### src/rtl/board_pkg.sv
// Board geometry and shared types for the playfield display path
// (board RAM, cell-to-pixel upscaler and pixel-to-cell fetch).
package board_pkg;

    localparam int CELL_PX = 20;
    localparam int COLS    = 12;
    localparam int ROWS    = 22;

    typedef logic [3:0] color_t;
    typedef logic [8:0] cell_addr_t;

endpackage

### src/rtl/cell_counter.sv
// Modulo-CELL_PX sub-pixel counter chained into a cell index.
// Clear and enable may coincide (count starts from zero); the pair holds at its last value.
module cell_counter #(
    parameter int CELL_PX = 20,
    parameter int CELLS   = 12,
    parameter int SUB_W   = $clog2(CELL_PX),
    parameter int IDX_W   = $clog2(CELLS)
) (
    input  logic             clk,
    input  logic             rst_n,
    input  logic             clr,
    input  logic             en,
    output logic [SUB_W-1:0] sub,
    output logic [IDX_W-1:0] idx
);

    localparam logic [SUB_W-1:0] SUB_MAX = SUB_W'(CELL_PX - 1);
    localparam logic [IDX_W-1:0] IDX_MAX = IDX_W'(CELLS - 1);

    logic [SUB_W-1:0] sub_base, sub_nxt;
    logic [IDX_W-1:0] idx_base, idx_nxt;

    always_comb begin
        sub_base = clr ? '0 : sub;
        idx_base = clr ? '0 : idx;
        sub_nxt  = sub_base;
        idx_nxt  = idx_base;
        if (en && !((sub_base == SUB_MAX) && (idx_base == IDX_MAX))) begin
            if (sub_base == SUB_MAX) begin
                sub_nxt = '0;
                idx_nxt = idx_base + IDX_W'(1);
            end else begin
                sub_nxt = sub_base + SUB_W'(1);
            end
        end
    end

    always_ff @(posedge clk or negedge rst_n) begin
        if (!rst_n) begin
            sub <= '0;
            idx <= '0;
        end else begin
            sub <= sub_nxt;
            idx <= idx_nxt;
        end
    end

endmodule

### src/rtl/board_pixel_fetch.sv
// Raster-to-cell scan converter: tracks the active-video position, reads the
// covering board cell from synchronous RAM and emits colour two cycles after de.
module board_pixel_fetch
    import board_pkg::*;
#(
    parameter int     CELL_PX    = board_pkg::CELL_PX,
    parameter int     COLS       = board_pkg::COLS,
    parameter int     ROWS       = board_pkg::ROWS,
    parameter int     X0         = 200,
    parameter int     Y0         = 20,
    parameter color_t BG_COLOR   = 4'h0,
    parameter bit     GRID_EN    = 1'b1,
    parameter color_t GRID_COLOR = 4'h8
) (
    input  logic       clk,
    input  logic       rst_n,
    input  logic       frame_start,
    input  logic       de,
    output cell_addr_t rd_addr,
    output logic       rd_en,
    input  color_t     rd_data,
    output logic       pix_de,
    output color_t     pix_color
);

    localparam int SUB_W = $clog2(CELL_PX);
    localparam int COL_W = $clog2(COLS);
    localparam int ROW_W = $clog2(ROWS);

    localparam logic [9:0] X_LO = 10'(X0);
    localparam logic [9:0] X_HI = 10'(X0 + COLS * CELL_PX);
    localparam logic [9:0] Y_LO = 10'(Y0);
    localparam logic [9:0] Y_HI = 10'(Y0 + ROWS * CELL_PX);

    function automatic logic [9:0] sat_inc(input logic [9:0] v);
        return (v == 10'h3FF) ? v : v + 10'd1;
    endfunction

    logic [9:0]       x_q, y_q, x_cur, y_cur;
    logic             de_q, line_end, in_x, in_y, line_win, win, grid;
    logic [SUB_W-1:0] sub_x_q, sub_y_q, sub_x, sub_y;
    logic [COL_W-1:0] cell_col_q, cell_col;
    logic [ROW_W-1:0] cell_row_q, cell_row;
    cell_addr_t       addr;

    logic             vld_p0, win_p0, grid_p0;
    logic             vld_p1, win_p1, grid_p1;

    // A frame_start pixel is position (0,0) regardless of the stale counters.
    always_comb begin
        line_end = de_q & ~de & ~frame_start;
        x_cur    = frame_start ? '0 : x_q;
        y_cur    = frame_start ? '0 : y_q;
        in_x     = (x_cur >= X_LO) && (x_cur < X_HI);
        in_y     = (y_cur >= Y_LO) && (y_cur < Y_HI);
        win      = de & in_x & in_y;
        line_win = (y_q >= Y_LO) && (y_q < Y_HI);
        sub_x    = frame_start ? '0 : sub_x_q;
        sub_y    = frame_start ? '0 : sub_y_q;
        cell_col = frame_start ? '0 : cell_col_q;
        cell_row = frame_start ? '0 : cell_row_q;
        // cell_row * 12 as a shift-add; the board is always 12 cells wide
        addr     = cell_addr_t'({cell_row, 3'b000}) + cell_addr_t'({cell_row, 2'b00})
                 + cell_addr_t'(cell_col);
        grid     = GRID_EN && ((sub_x == '0) || (sub_y == '0));
    end

    cell_counter #(
        .CELL_PX (CELL_PX),
        .CELLS   (COLS),
        .SUB_W   (SUB_W),
        .IDX_W   (COL_W)
    ) u_h_count (
        .clk   (clk),
        .rst_n (rst_n),
        .clr   (frame_start | line_end),
        .en    (win),
        .sub   (sub_x_q),
        .idx   (cell_col_q)
    );

    cell_counter #(
        .CELL_PX (CELL_PX),
        .CELLS   (ROWS),
        .SUB_W   (SUB_W),
        .IDX_W   (ROW_W)
    ) u_v_count (
        .clk   (clk),
        .rst_n (rst_n),
        .clr   (frame_start),
        .en    (line_end & line_win),
        .sub   (sub_y_q),
        .idx   (cell_row_q)
    );

    always_ff @(posedge clk or negedge rst_n) begin
        if (!rst_n) begin
            x_q  <= '0;
            y_q  <= '0;
            de_q <= 1'b0;
        end else begin
            de_q <= de;
            if (frame_start) begin
                x_q <= de ? 10'd1 : 10'd0;
                y_q <= '0;
            end else if (de) begin
                x_q <= sat_inc(x_q);
            end else if (de_q) begin
                x_q <= '0;
                y_q <= sat_inc(y_q);
            end
        end
    end

    always_ff @(posedge clk or negedge rst_n) begin
        if (!rst_n) begin
            rd_en     <= 1'b0;
            rd_addr   <= '0;
            vld_p0    <= 1'b0;
            win_p0    <= 1'b0;
            grid_p0   <= 1'b0;
            vld_p1    <= 1'b0;
            win_p1    <= 1'b0;
            grid_p1   <= 1'b0;
            pix_de    <= 1'b0;
            pix_color <= '0;
        end else begin
            // p0: RAM address issued
            rd_en     <= win;
            rd_addr   <= win ? addr : '0;
            vld_p0    <= de;
            win_p0    <= win;
            grid_p0   <= grid;
            // p1: RAM data in flight
            vld_p1    <= vld_p0;
            win_p1    <= win_p0;
            grid_p1   <= grid_p0;
            // p2: colour select
            pix_de    <= vld_p1;
            if (!win_p1)      pix_color <= BG_COLOR;
            else if (grid_p1) pix_color <= GRID_COLOR;
            else              pix_color <= rd_data;
        end
    end

endmodule

### config.mk
export PLATFORM = sky130hd
export DESIGN_NAME = board_pixel_fetch
export DESIGN_NICKNAME = d
export VERILOG_FILES = /design/src/rtl/board_pkg.sv /design/src/rtl/cell_counter.sv /design/src/rtl/board_pixel_fetch.sv
export SDC_FILE = /design/constraint.sdc
export NUM_CORES = 1
export LEC_CHECK = 0
export ABC_AREA = 1
export CAP_MARGIN = 20
export CORE_UTILIZATION = 60
export DETAILED_ROUTE_END_ITERATION = 16
export PLACE_DENSITY = 0.85
export REMOVE_ABC_BUFFERS = 1
export SYNTH_ARGS = -nofsm -noshare
export SYNTH_HDL_FRONTEND = slang
export SYNTH_SLANG_ARGS = --single-unit
export TNS_END_PERCENT = 10
### constraint.sdc
create_clock -name clk -period 3.15 [get_ports clk]
set_clock_uncertainty 0.1 [all_clocks]
set_input_delay 0.4725 -clock clk [delete_from_list [all_inputs] [get_ports clk]]
set_output_delay 0.4725 -clock clk [all_outputs]
set_load 0.005 [all_outputs]
==> reports/metrics.csv <==
stage,metric,value,unit
route,drt wl/cell,13.3,microns
route,detailed-route via count,3111,
pwr,Power Internal,1340,uW
clock_tree,# Post-CTS Setup Buffers,0,
worst_setup_path,Required @ worst endpoint,3.27,ns
pwr,Cell Pwr Density,411,nW/um^2
timing,Final setup violation count,0,
clock_tree,clk slew on worst S/H paths,0.07,ns
clock_tree,Worst-Skew Late Latency,0.34,ns
worst_setup_path,Crit Path Category,primary input to flip-flop,
pwr,NetSw,384,uW
route,WL final,7790,microns
worst_setup_path,Crit path arrival time,2.86,ns
worst_setup_path,reg2reg setup slack,0.80,ns
clock_tree,CTS-repair resized insts,0,
route,Iter 0 DRT Violations,154,
global_routing,GR Util All Layers,27.5,%
clock_tree,"Hold-fix buffers, CTS",0,
route,Final ANT Viol Nets,0,
clock_tree,clk root buf,clkbuf_8,
timing,RSZ-0062 raised after global routing,no,
timing,Final Hold Viols,0,
synth,Cells after Synth,475,
global_routing,GRT overflow,0,
synth,Synth Register Bits,59,
placement,DP Wirelength,5620,microns
synth,Cell variety after synth,35,
pwr,reported leakage power,0.00215,uW
clock_tree,H-tree depth,3,
global_routing,first-pass GRT wire length,13300,microns
min_path,Hold WC Path Type,primary input to asynchronous set/reset pin,
pwr,VDD IR max,0.397,mV
timing,max-slew violations,0,
global_routing,vias in the first global route,3050,
floorplan,I/O pins,23,
timing,Fin Setup TNS,0,ns
synth,Yosys warning total,0,
clock_tree,TritonCTS buffer count,9,
synth,syn avg cell area,7.72,sq um
synth,"EDFF count, synth",0,
timing,final worst path period share,86.8,%
pwr,sw frac,22.2,%
worst_setup_path,Worst R2R Path Depth,11,
worst_setup_path,crit path max fanout,3,
clock_tree,clk buf depth,2,
status,status,"finished, final reports clean",
route,first-pass detailed-route iteration total,5,
clock_tree,total clock sinks,59,
pwr,Tot Pwr,1730,uW
floorplan,row count,28,
final_layout,Nets,534,
pwr,combinational fraction of design power,5.0,%
route,Vias per Instance,5.32,
synth,async set-reset flop share out of synthesis,100,%
placement,number of port buffers,22,
global_routing,largest net degree at the start of global routing,32,
floorplan,Initial Util,61.9,%
timing,slew of the pin with the lowest slew margin,0.649,ns
timing,fin crit period,2.73,ns
timing,maximum clock rate,0.366,GHz
floorplan,CORE AREA,5920,sq um
worst_setup_path,Startpoint Class,primary input,
clock_tree,CTS tree,yes,
floorplan,Die Y,80.2,microns
run,max-cap viol count,0,
timing,Slew headroom,56.7,%
floorplan,chip width,80.2,microns
route,DRC Markers,0,
pwr,Reg power frac,45.1,%
synth,Synth Cell Area,3670,sq um
global_routing,initial antenna violation count,0,
placement,gpl congestion,0.901,
pwr,Clock Power Share,49.9,%
floorplan,die area,6430,sq um
synth,sequential fraction of the synthesis area,40.3,%
worst_setup_path,crit path capture type,flip-flop,
final_layout,area grow syn2layout,14.6,%
synth,commonest register cell after synthesis,dfrtp_1,
final_layout,share of cells above drive strength 1,10.0,%
final_layout,n_diodes,0,
## final timing paths
check                                      start          endpoint
worst max-delay path                 frame_start        rd_addr[7]
worst min-delay path                       rst_n  u_h_count.idx[0]
worst max register to register  u_v_count.idx[0]        rd_addr[7]
worst min register to register           grid_p0           grid_p1
max in group asynchronous                  rst_n            y_q[5]
min in group clk                         grid_p0           grid_p1
## registers in the layout, indices dropped and copies added, names as in the netlist, 4 cells and up
name           count
x_q               10
y_q               10
rd_addr            9
u_h_count.sub      5
u_v_count.idx      5
u_v_count.sub      5
pix_color          4
u_h_count.idx      4
## cell usage after synthesis, types with 2 or more instances
cell type	instances	area (sq um)
nand2_1	141	529
inv_1	64	240
dfrtp_1	59	1480
nand3_1	44	220
nor2_1	44	165
o21ai_0	25	125
ha_1	19	238
nand4_1	9	56.3
xor2_1	8	70.1
a21oi_1	6	30.0
nor2_4	6	67.6
nand2_2	5	31.3
xnor2_1	5	43.8
nor3_1	4	20.0
buf_2	3	15.0
buf_6	3	33.8
nand2_4	3	33.8
o21ai_1	3	15.0
fa_1	2	40.0
inv_2	2	7.51
nand3_4	2	35.0
nand4_4	2	42.5
nor2_2	2	12.5
o21ai_2	2	17.5
o31ai_1	2	15.0
## through the flow
stage | setup slack, ns | std cells | instance area [sq um] | hold WS [ns] | utilization (%)
2_1_floorplan | 0.658 | 466 | 3590 | 0.0769 | -
3_3_place_gp | 0.162 | 569 | 3950 | 0.232 | 66.8
3_5_place_dp | 0.0522 | 569 | 3950 | 0.242 | 66.8
4_1_cts | 0.427 | 585 | 4200 | 0.0559 | 71.0
5_1_grt | 0.283 | 585 | 4200 | 0.0892 | 71.0
6_report | 0.417 | 585 | 4200 | 0.0534 | 71.0
## per-layer routing
layer  share of wire, %  track usage [%]
met5                  0                0
met4                2.8             14.6
met3                5.1             4.77
met2                 49             47.6
met1                 43             32.3
## critical path: stages
cell and delay [ns]:
clkdlybuf4s50_1 0.53, nor2_1 0.20, inv_1 0.11, fa_1 0.52, inv_1 0.04, ha_1 0.21
fa_1 0.41, nand3_1 0.11, nand2_1 0.06, nor2_1 0.10, nor3_1 0.06
## final cells by class
cell class / count / area (sq um)
Fill cell: 469 / 1720
Timing Repair Buffer: 28 / 273
Clock buffer: 10 / 138
Sequential cell: 59 / 1480
Multi-Input combinational cell: 339 / 1850
Inverter: 68 / 265
Tap cell: 75 / 93.8
Clock inverter: 6 / 113
## cell usage in the layout, fill, tap and decap left out, types with 3 or more instances in the layout
| cell | instances |
|---|---|
| a21oi_1 | 6 |
| buf_4 | 5 |
| bufinv_16 | 3 |
| clkbuf_8 | 10 |
| clkdlybuf4s50_1 | 21 |
| dfrtp_1 | 59 |
| ha_1 | 19 |
| inv_1 | 64 |
| nand2_1 | 141 |
| nand2_2 | 5 |
| nand2_4 | 3 |
| nand3_1 | 44 |
| nand4_1 | 9 |
| nor2_1 | 44 |
| nor2_4 | 6 |
| nor3_1 | 4 |
| o21ai_0 | 25 |
| o21ai_1 | 3 |
| xnor2_1 | 5 |
| xor2_1 | 8 |
## power groups by stage
stage | clock (uW) | combinational (uW) | sequential, uW
2_1_floorplan | 0 | 38.5 | 791
3_3_place_gp | 0 | 83.3 | 792
3_5_place_dp | 0 | 86.4 | 793
4_1_cts | 872 | 86.7 | 779
5_1_grt | 902 | 96.1 | 780
6_report | 862 | 85.9 | 779
## logic make-up (layout without fill, tap and decap cells)
| family | after synthesis | count (layout) | synth area share [%] |
|---|---|---|---|
| AOI/OAI and AO/OA | 41 | 41 | 6.21 |
| xor gates and xnor gates | 13 | 13 | 3.10 |
| adders and majority gates | 21 | 21 | 7.57 |
| buffers and inverters | 77 | 112 | 9.42 |
| DFF | 59 | 59 | 40.3 |
| and+or+nand+nor | 264 | 264 | 33.4 |
(Power assumes the default switching activity.)
